### src/rtl/rd_ptr_ctrl.sv
// rd_ptr_ctrl: read-side pointer controller for an asynchronous FIFO.
// Lives entirely in the read clock domain. The Gray write pointer is brought
// in through a SYNC_STAGES-deep synchroniser. Empty, almost_empty and the fill
// level are computed from the next-state read pointer and registered, so they
// are always current with the pointer they describe.
//
// Ports:
//   rd_clk        read-domain clock
//   rd_rst        asynchronous active-high reset
//   rd_en         pop request
//   g_wr_ptr      Gray write pointer from the write domain (asynchronous)
//   uf_clr        clears the sticky underflow flag
//   rd_fire       combinational RAM read enable (rd_en && !empty)
//   rd_addr       RAM read address (low AW bits of the binary read pointer)
//   b_rd_ptr      registered binary read pointer
//   g_rd_ptr      registered Gray read pointer, for the write domain
//   empty         registered empty flag
//   almost_empty  registered, level <= AE_LEVEL
//   rd_level      registered occupancy, 0..2**AW
//   underflow     registered sticky underflow flag
module rd_ptr_ctrl #(
  parameter int unsigned AW          = 3,
  parameter int unsigned SYNC_STAGES = 2,
  parameter int unsigned AE_LEVEL    = 1
) (
  input  logic          rd_clk,
  input  logic          rd_rst,
  input  logic          rd_en,
  input  logic [AW:0]   g_wr_ptr,
  input  logic          uf_clr,
  output logic          rd_fire,
  output logic [AW-1:0] rd_addr,
  output logic [AW:0]   b_rd_ptr,
  output logic [AW:0]   g_rd_ptr,
  output logic          empty,
  output logic          almost_empty,
  output logic [AW:0]   rd_level,
  output logic          underflow
);

  localparam int unsigned PW = AW + 1;

  logic [SYNC_STAGES-1:0][PW-1:0] sync_q;
  logic [PW-1:0] g_wr_sync;
  logic [PW-1:0] b_wr_sync;

  logic [PW-1:0] b_rd_ptr_q, b_rd_ptr_d;
  logic [PW-1:0] g_rd_ptr_q, g_rd_ptr_d;
  logic [PW-1:0] rd_level_q, rd_level_d;
  logic          empty_q, empty_d;
  logic          almost_empty_q, almost_empty_d;
  logic          underflow_q, underflow_d;

  // Write-pointer synchroniser; only the last stage is consumed.
  always_ff @(posedge rd_clk or posedge rd_rst) begin
    if (rd_rst) begin
      sync_q <= '0;
    end else begin
      sync_q[0] <= g_wr_ptr;
      for (int i = 1; i < int'(SYNC_STAGES); i++) begin
        sync_q[i] <= sync_q[i-1];
      end
    end
  end

  assign g_wr_sync = sync_q[SYNC_STAGES-1];

  // Gray to binary: each binary bit is the XOR of all Gray bits at or above it.
  always_comb begin
    b_wr_sync = '0;
    for (int i = 0; i < int'(PW); i++) begin
      b_wr_sync[i] = ^(g_wr_sync >> i);
    end
  end

  // A pop is only honoured while the registered empty flag is low.
  assign rd_fire = rd_en & ~empty_q;

  // Next-state pointers and look-ahead flags derived from them.
  always_comb begin
    b_rd_ptr_d     = b_rd_ptr_q + PW'(rd_fire);
    g_rd_ptr_d     = b_rd_ptr_d ^ (b_rd_ptr_d >> 1);
    rd_level_d     = b_wr_sync - b_rd_ptr_d;
    empty_d        = (g_rd_ptr_d == g_wr_sync);
    almost_empty_d = (rd_level_d <= PW'(AE_LEVEL));
    // Set has priority over clear.
    underflow_d    = (rd_en & empty_q) | (underflow_q & ~uf_clr);
  end

  // Pointer and flag registers.
  always_ff @(posedge rd_clk or posedge rd_rst) begin
    if (rd_rst) begin
      b_rd_ptr_q     <= '0;
      g_rd_ptr_q     <= '0;
      rd_level_q     <= '0;
      empty_q        <= 1'b1;
      almost_empty_q <= 1'b1;
      underflow_q    <= 1'b0;
    end else begin
      b_rd_ptr_q     <= b_rd_ptr_d;
      g_rd_ptr_q     <= g_rd_ptr_d;
      rd_level_q     <= rd_level_d;
      empty_q        <= empty_d;
      almost_empty_q <= almost_empty_d;
      underflow_q    <= underflow_d;
    end
  end

  assign rd_addr      = b_rd_ptr_q[AW-1:0];
  assign b_rd_ptr     = b_rd_ptr_q;
  assign g_rd_ptr     = g_rd_ptr_q;
  assign rd_level     = rd_level_q;
  assign empty        = empty_q;
  assign almost_empty = almost_empty_q;
  assign underflow    = underflow_q;

endmodule

### config.mk
export PLATFORM = sky130hd
export DESIGN_NAME = rd_ptr_ctrl
export DESIGN_NICKNAME = d
export VERILOG_FILES = /design/src/rtl/rd_ptr_ctrl.sv
export SDC_FILE = /design/constraint.sdc
export NUM_CORES = 1
export LEC_CHECK = 0
export CAP_MARGIN = 20
export CELL_PAD_IN_SITES_DETAIL_PLACEMENT = 1
export CELL_PAD_IN_SITES_GLOBAL_PLACEMENT = 1
export CORE_UTILIZATION = 30
export CTS_CLUSTER_SIZE = 30
export DETAILED_ROUTE_END_ITERATION = 7
export GPL_ROUTABILITY_DRIVEN = 1
export HOLD_SLACK_MARGIN = 0.03
export PLACE_DENSITY_LB_ADDON = 0.1
export SYNTH_ARGS = -nofsm -noshare
export SYNTH_HDL_FRONTEND = slang
export SYNTH_SLANG_ARGS = --single-unit
### constraint.sdc
create_clock -name rd_clk -period 3 [get_ports rd_clk]
set_clock_uncertainty 0.2 [all_clocks]
set_input_delay 0.6 -clock rd_clk [delete_from_list [all_inputs] [get_ports rd_clk]]
set_output_delay 0.6 -clock rd_clk [all_outputs]
set_load 0.01 [all_outputs]
==> results of run 1 <==
-- power groups by stage --
stage | clock network (mW) | registers (mW) | logic (mW)
final | 0.164 | 0.456 | 0.879
after global placement | 0 | 0.460 | 0.882
after floorplan | 0 | 0.501 | 0.497
after global routing | 0.182 | 0.466 | 0.973
after CTS | 0.178 | 0.458 | 0.900
after detailed placement | 0 | 0.465 | 0.893
-- critical path, stage by stage --
cell and delay [ns]:
clkdlybuf4s50_1 0.47, nor2b_1 0.19, ha_1 0.19, ha_1 0.18
xnor2_1 0.10, ha_1 0.31, inv_1 0.05, a2111o_1 0.37
and4_4 0.18, or2_1 0.20
-- area by class of cell --
| class | count | area (um^2) | share of cell area, % |
|---|---|---|---|
| well taps | 44 | 55.1 | 4.14 |
| inverters | 8 | 30.0 | 2.26 |
| clock buffers | 4 | 36.3 | 2.73 |
| multi-input cells | 38 | 344 | 25.8 |
| flip-flops and latches | 22 | 553 | 41.5 |
| repair buffers | 33 | 313 | 23.5 |
-- metal layers --
| layer | share of wire [%] | vias to the layer above | GRT usage, % |
|---|---|---|---|
| met5 | 0 | - | 0 |
| met3 | 4.6 | 5 | 3.30 |
| li1 | - | 297 | - |
| met4 | 3.0 | 0 | 9.18 |
| met1 | 43 | 314 | 14.1 |
| met2 | 49 | 18 | 20.9 |
-- registers in the layout (all words and copies together), names as in the netlist --
name          count
rd_level          4
sync_q            4
almost_empty      1
b_rd_ptr          4
underflow         1
g_rd_ptr          3
g_wr_sync         4
empty             1
-- cells by family after synthesis --
logic type | count (synthesis) | synth area share [%]
buffers and inverters | 13 | 6.76
AND/OR/NAND/NOR | 9 | 6.37
XOR/XNOR | 16 | 16.3
AO/OA/AOI/OAI | 7 | 5.59
adder cells (fa/ha/maj) | 5 | 6.50
multiplexers | 1 | 1.04
flip-flops | 22 | 57.5
-- final timing paths --
| kind | start | endpoint | slack (ns) | cells after the start |
|---|---|---|---|---|
| setup / recovery | rd_en | rd_level[3] | 0.17 | 10 |
| hold reg to reg | sync_q[3] | g_wr_sync[3] | 0.16 | 0 |
| hold / removal | sync_q[3] | g_wr_sync[3] | 0.16 | 0 |
| setup reg to reg | empty | rd_level[3] | 0.44 | 9 |
| min in group asynchronous | rd_rst | underflow | 0.54 | 2 |
| max in group asynchronous | rd_rst | g_rd_ptr[0] | 1.55 | 2 |
-- layout by cell type (no fill, tap or decap) --
cell,count
nand2b_1,1
a31oi_1,2
clkdlybuf4s50_1,26
nand3_1,1
and3_1,1
and4_4,1
dfstp_2,2
o21ai_0,1
nor4_2,1
a21oi_2,1
xor3_2,1
or2_1,1
inv_1,8
buf_4,7
a2111o_1,1
nand2_1,2
nor2b_1,1
clkbuf_8,1
mux2i_1,1
a21boi_0,1
dfrtp_1,20
ha_1,5
xnor2_1,13
o2111ai_1,1
xor2_1,2
clkbuf_4,3
-- Yosys cell counts --
cell type / count
a2111o_1: 1
a21boi_0: 1
a21oi_2: 1
a31oi_1: 2
and3_1: 1
and4_4: 1
buf_2: 1
buf_4: 4
dfrtp_1: 20
dfstp_2: 2
ha_1: 5
inv_1: 8
mux2i_1: 1
nand2_1: 2
nand2b_1: 1
nand3_1: 1
nor2b_1: 1
nor4_2: 1
o2111ai_1: 1
o21ai_0: 1
or2_1: 1
xnor2_1: 13
xor2_1: 2
xor3_2: 1
==> summary.md, run 1 <==
| Metric | Value |
|---|---|
| Post-CTS Hold Fix Bufs | 0 |
| GPL Wtd Cong | between 0.7 and 0.8 |
| Hold crit path type | flop to flop |
| Fillers | between 300 and 400 |
| Die X | ~59 um |
| Sequential Power Share | a little under a third |
| Endpoints failing hold | 0 |
| Number of global-route vias before repair | 661 |
| Routed vias | 634 |
| Area growth syn-to-layout | 38.4% |
| Syn Nets | 86 |
| Maximum VDD drop | 318 uV |
| Synth unique cells | 24 |
| Finished Layout Cells | 149 |
| Min Tclk post-route | ~2.8 ns |
| Share of layout cells above drive strength 1 | between 10% and 20% |
| Chip Height | around 60 um |
| WS Path Type | input pin to flop |
| Final core utilization | a little over two fifths |
| GRT Util Overall | approximately 13% |
| Setup Buffers After CTS | 0 |
| Post-cts resize count | 0 |
| Synth warnings | 0 |
| Peak Freq | ~350 MHz |
| Bufs on Longest Clock Path | 2 |
| Gate power share | 58.6% |
| # placed instances | ~150 |
| Residual DRC | 0 |
| Total CTS buffers | 3 |
| CP arrival | about 2.8 ns |
| Number of port buffers | 26 |
| CTS tree | yes |
| Drt pass-1 iters | 3 |
| Mapped cell area | ~960 um^2 |
| Reg clk slew, reported paths | ~0.12 ns |
| Outcome | finished clean |
| Clock share of power | roughly 11% |
| Starting density of the core | a little under a third |
| Via/cell ratio | between 4 and 5 |
| Synth Register Bits | 22 |
| Mapped Cells | between 70 and 80 |
| Avg Cell Area, Syn | about 13 um^2 |
| Power Total | 1.50 mW |
| IO Pins | 27 |
| Cell row count | 20 |
| PwrDens | 1130 mW/mm^2 |
| Worst Tran Pin Value | approximately 0.83 ns |
| Global-route wire length before repair | 3070 um |
| Largest net degree at the start of global routing | 23 |
| Setup TNS | 0 ns |
| Leading area contributor after synthesis | dfrtp_1 |
| H-Tree Depth | 1 |
| Critical path capture point type | flop |
| Grt total ovfl | 0 |
| Final worst setup slack | about 0.17 ns |
| Power Internal | approximately 970 uW |
| NetSw | about 530 uW |
| DP Area | roughly 0.0013 mm^2 |
| # diodes | 0 |
| Clock sinks | 22 |
| Endpoints failing setup | 0 |
| Clock latency on the worst-skew pair | between 0.3 and 0.4 ns |
| RSZ-0062 raised after global routing | false |
| Leakage | a little under 0.6 nW |
| Clock Tree Root | clkbuf_4 |
| Slew Viols, Final | 0 |
| Post-synthesis sequential area ratio | about 57% |
| Period utilization | between 90 and 100% |
| Critical Path Source Type | input pin |
| Hold slack | between 0.15 and 0.2 ns |
| Yosys top cell area share | 52.0% |
| Initial antenna violation count | 0 |
| Slew HR | about 45% |
| Max-Cap Viols | 0 |
| DP Wirelength | around 1300 um |
| Routed WL per cell | 11.8 um |
| Antenna-violating nets left | 0 |
| Setup WS pre-CTS | -0.178 ns |
| Sw Share | between 30% and 40% |
| Core area | between 0.003 and 0.004 mm^2 |
| Final instance area | between 0.001 and 0.0015 mm^2 |
| 1st-iter DRT viols | 6 |
| Crit path max fanout | 2 |
| Synth area leaders | dfrtp_1 (52%), xnor2_1 (12%), ha_1 (6.5%), dfstp_2 (5.5%), buf_4 (3.1%) |
| Critical path required time | between 3 and 4 ns |
| Die area | 0.00344 mm^2 |
| Final nets | ~120 |
| Detailed Route WL | 1760 um |
No activity file was read; power rests on OpenSTA's default activity.
==> inputs of run 2 (changes only) <==
==> constraint.sdc (replaced) <==
create_clock -name rd_clk -period 2.8 [get_ports rd_clk]
set_clock_uncertainty 0.2 [all_clocks]
set_input_delay 0.56 -clock rd_clk [delete_from_list [all_inputs] [get_ports rd_clk]]
set_output_delay 0.56 -clock rd_clk [all_outputs]
set_load 0.01 [all_outputs]
==> run 2 against run 1 <==
  * Worst hold slack lost 0.0025 ns
  * Cell area grew 2.3%
  * Critical path depth is the same
  * Core utilization grew 1.0 points
  * Die area is the same
  * Sequential cell count is the same
  * Power grew 8.8%
  * Wire length grew 1.1%
  * Combinational power grew 13%
  * Clock power shrank 13%
  * Clock-buffer cell count shrank 1
  * First-iteration DRC count shrank 67%
  * Critical path type unchanged
==> summary.md, run 2 (same netlist as run 1, synthesis figures left out) <==
| Metric | Value |
|---|---|
| Share of layout cells above drive strength 1 | 20.8% (+4.6 points) |
| Endpoints failing hold | 0 (unchanged) |
| 1st-iter DRT viols | 2 (-4) |
| Drt pass-1 iters | 3 (unchanged) |
| Detailed Route WL | 1780 um (+1.1%) |
| Final worst setup slack | 0.0767 ns (-0.0980 ns) |
| # placed instances | 147 (+1.4%) |
| Final nets | 121 (+1.7%) |
| Clock Tree Root | clkbuf_4 |
| Area of the multi-input gates | 374 um^2 (+8.7%) |
| Endpoints failing setup | 0 (unchanged) |
| Starting density of the core | 31.5% (unchanged) |
| Global-route wire length before repair | 3040 um (-1.1%) |
| Critical Path Source Type | input pin |
| Worst path bufs/invs | 2 (unchanged) |
| H-Tree Depth | 1 (unchanged) |
| GPL Wtd Cong | 0.754 (-3.7%) |
| # diodes | 0 (unchanged) |
| Sequential Area | 553 um^2 (unchanged) |
| Die area | 0.00344 mm^2 (unchanged) |
| Critical path required time | 2.80 ns (-0.21 ns) |
| Core area | 0.00305 mm^2 (unchanged) |
| Critical Path Stages | 10 (unchanged) |
| Leading cell type in the layout, fill and taps excluded | clkdlybuf4s50_1 |
| CP endpoint | rd_level[3] |
| Crit. Startpoint | rd_en |
| Residual DRC | 0 (unchanged) |
| Number of port buffers | 26 (unchanged) |
| Reg2reg end | rd_level[3] |
| Setup Buffers After CTS | 0 (unchanged) |
| Clock sinks | 22 (unchanged) |
| DP Wirelength | 1330 um (-0.74%) |
| Reg2Reg Launch Point | empty |
| Bufs on Longest Clock Path | 2 (unchanged) |
| WS Path Type | input pin to flop |
| Initial antenna violation count | 0 (unchanged) |
| Final instance area | 0.00136 mm^2 (+2.3%) |
| Critical path's largest stage delay | 0.47 ns (about the same) |
| Via/cell ratio | 4.23 (-0.51%) |
| CP arrival | 2.72 ns (-0.12 ns) |
| Reg clk slew, reported paths | 0.12 ns (about the same) |
| Post-CTS Hold Fix Bufs | 0 (unchanged) |
| Worst R2R Path Depth | 9 (unchanged) |
| Grt total ovfl | 0 (unchanged) |
| Die X | 58.6 um (unchanged) |
| IO Pins | 27 (unchanged) |
| Final core utilization | 44.6% (+1.0 points) |
| Number of global-route vias before repair | 677 (+2.4%) |
| GRT Util Overall | 12.3% (-0.35 points) |
| Clock latency on the worst-skew pair | 0.30 ns (about the same) |
| PwrDens | 1200 mW/mm^2 (+6.3%) |
| Largest net degree at the start of global routing | 23 (unchanged) |
| Worst Tran Pin Value | 0.311 ns (-0.519 ns) |
| Min Tclk post-route | 2.72 ns |
| Crit path max fanout | 2 (unchanged) |
| Period utilization | a little under 100% |
| Outcome | finished clean |
| Hold slack | 0.157 ns (-0.00251 ns) |
| Max-Cap Viols | 0 (unchanged) |
| Area growth syn-to-layout | 41.6% |
| Setup TNS | 0 ns (unchanged) |
| Setup WS pre-CTS | -0.329 ns (-0.150 ns) |
| Slew Viols, Final | 0 (unchanged) |
| Hold crit path type | flop to flop |
| Cell row count | 20 (unchanged) |
| R2r setup slk | 0.27 ns (-0.17 ns) |
| Finished Layout Cells | 150 (+0.67%) |
| Routed vias | 635 (+0.16%) |
| Antenna-violating nets left | 0 (unchanged) |
| Leakage | 0.590 nW (+1.9%) |
| Peak Freq | between 300 and 400 MHz |
| Routed WL per cell | 11.8 um (+0.47%) |
| Crit-path cells | clkdlybuf4s50_1, nor2b_4, ha_2, ha_4, xnor2_2, ha_1, inv_1, a2111o_1, and4_4, or2_1 |
| CTS tree | yes |
| Critical path capture point type | flop |
| Slew HR | 79.1% (+35 points) |
| CP top delay family | adder cells |
| Total CTS buffers | 3 (unchanged) |
| DP Area | 0.00131 mm^2 (+1.2%) |
| Fillers | 342 (-2.3%) |
| Slowest cell on crit path | clkdlybuf4s50_1 |
| Most frequent cells in the layout | clkdlybuf4s50_1 (26), dfrtp_1 (20), xnor2_1 (12) |
| Power Total | 1.63 mW (+8.8%) |
| Chip Height | 58.6 um (unchanged) |
| Maximum VDD drop | 310 uV (-2.4%) |
==> run 2: report_power, final <==
group          total, mW  switching [mW]  leakage, nW  internal [mW]
combinational      0.993           0.423        0.320          0.569
sequential         0.496          0.0665        0.257          0.429
clock              0.142          0.0919       0.0138         0.0502
total               1.63           0.582        0.590           1.05
==> run 2: cell type report <==
| class | instances | share of cell area (%) |
|---|---|---|
| repair buffers | 35 | 24.1 |
| clock buffers | 3 | 1.65 |
| well taps | 44 | 4.04 |
| multi-input cells | 38 | 27.5 |
| flip-flops and latches | 22 | 40.6 |
| inverters | 8 | 2.20 |
==> run 2: worst min path at each step <==
stage	from	end	slack, ns	cells after the start
6_report	sync_q[2]	g_wr_sync[2]	0.16	0
5_1_grt	sync_q[2]	g_wr_sync[2]	0.16	0
4_1_cts	sync_q[2]	g_wr_sync[2]	0.16	0
3_5_place_dp	sync_q[3]	g_wr_sync[3]	0.14	0
3_3_place_gp	sync_q[3]	g_wr_sync[3]	0.13	0
2_1_floorplan	sync_q[0]	g_wr_sync[0]	0.13	0
==> run 2: layer usage <==
layer  wire length [um]  track usage [%]  share of wire, %
met4                 50             9.52               2.8
met2                887             19.0                50
met1                779             15.3                44
met5                  0                0                 0
met3                 58             1.98               3.3
==> run 2: timing repair <==
action,CTS,global route
resized for setup,0,6
setup endpoints to repair,0,2
endpoints found under the hold margin,0,0
==> inputs of run 3 (changes only) <==
--- a/config.mk
+++ b/config.mk
@@ -9,7 +9,6 @@
 export CELL_PAD_IN_SITES_DETAIL_PLACEMENT = 1
 export CELL_PAD_IN_SITES_GLOBAL_PLACEMENT = 1
 export CORE_UTILIZATION = 30
-export CTS_CLUSTER_SIZE = 30
 export DETAILED_ROUTE_END_ITERATION = 7
 export GPL_ROUTABILITY_DRIVEN = 1
 export HOLD_SLACK_MARGIN = 0.03
==> results of run 3 <==
The final DEF is identical to that of run 2; final timing and power are the same.
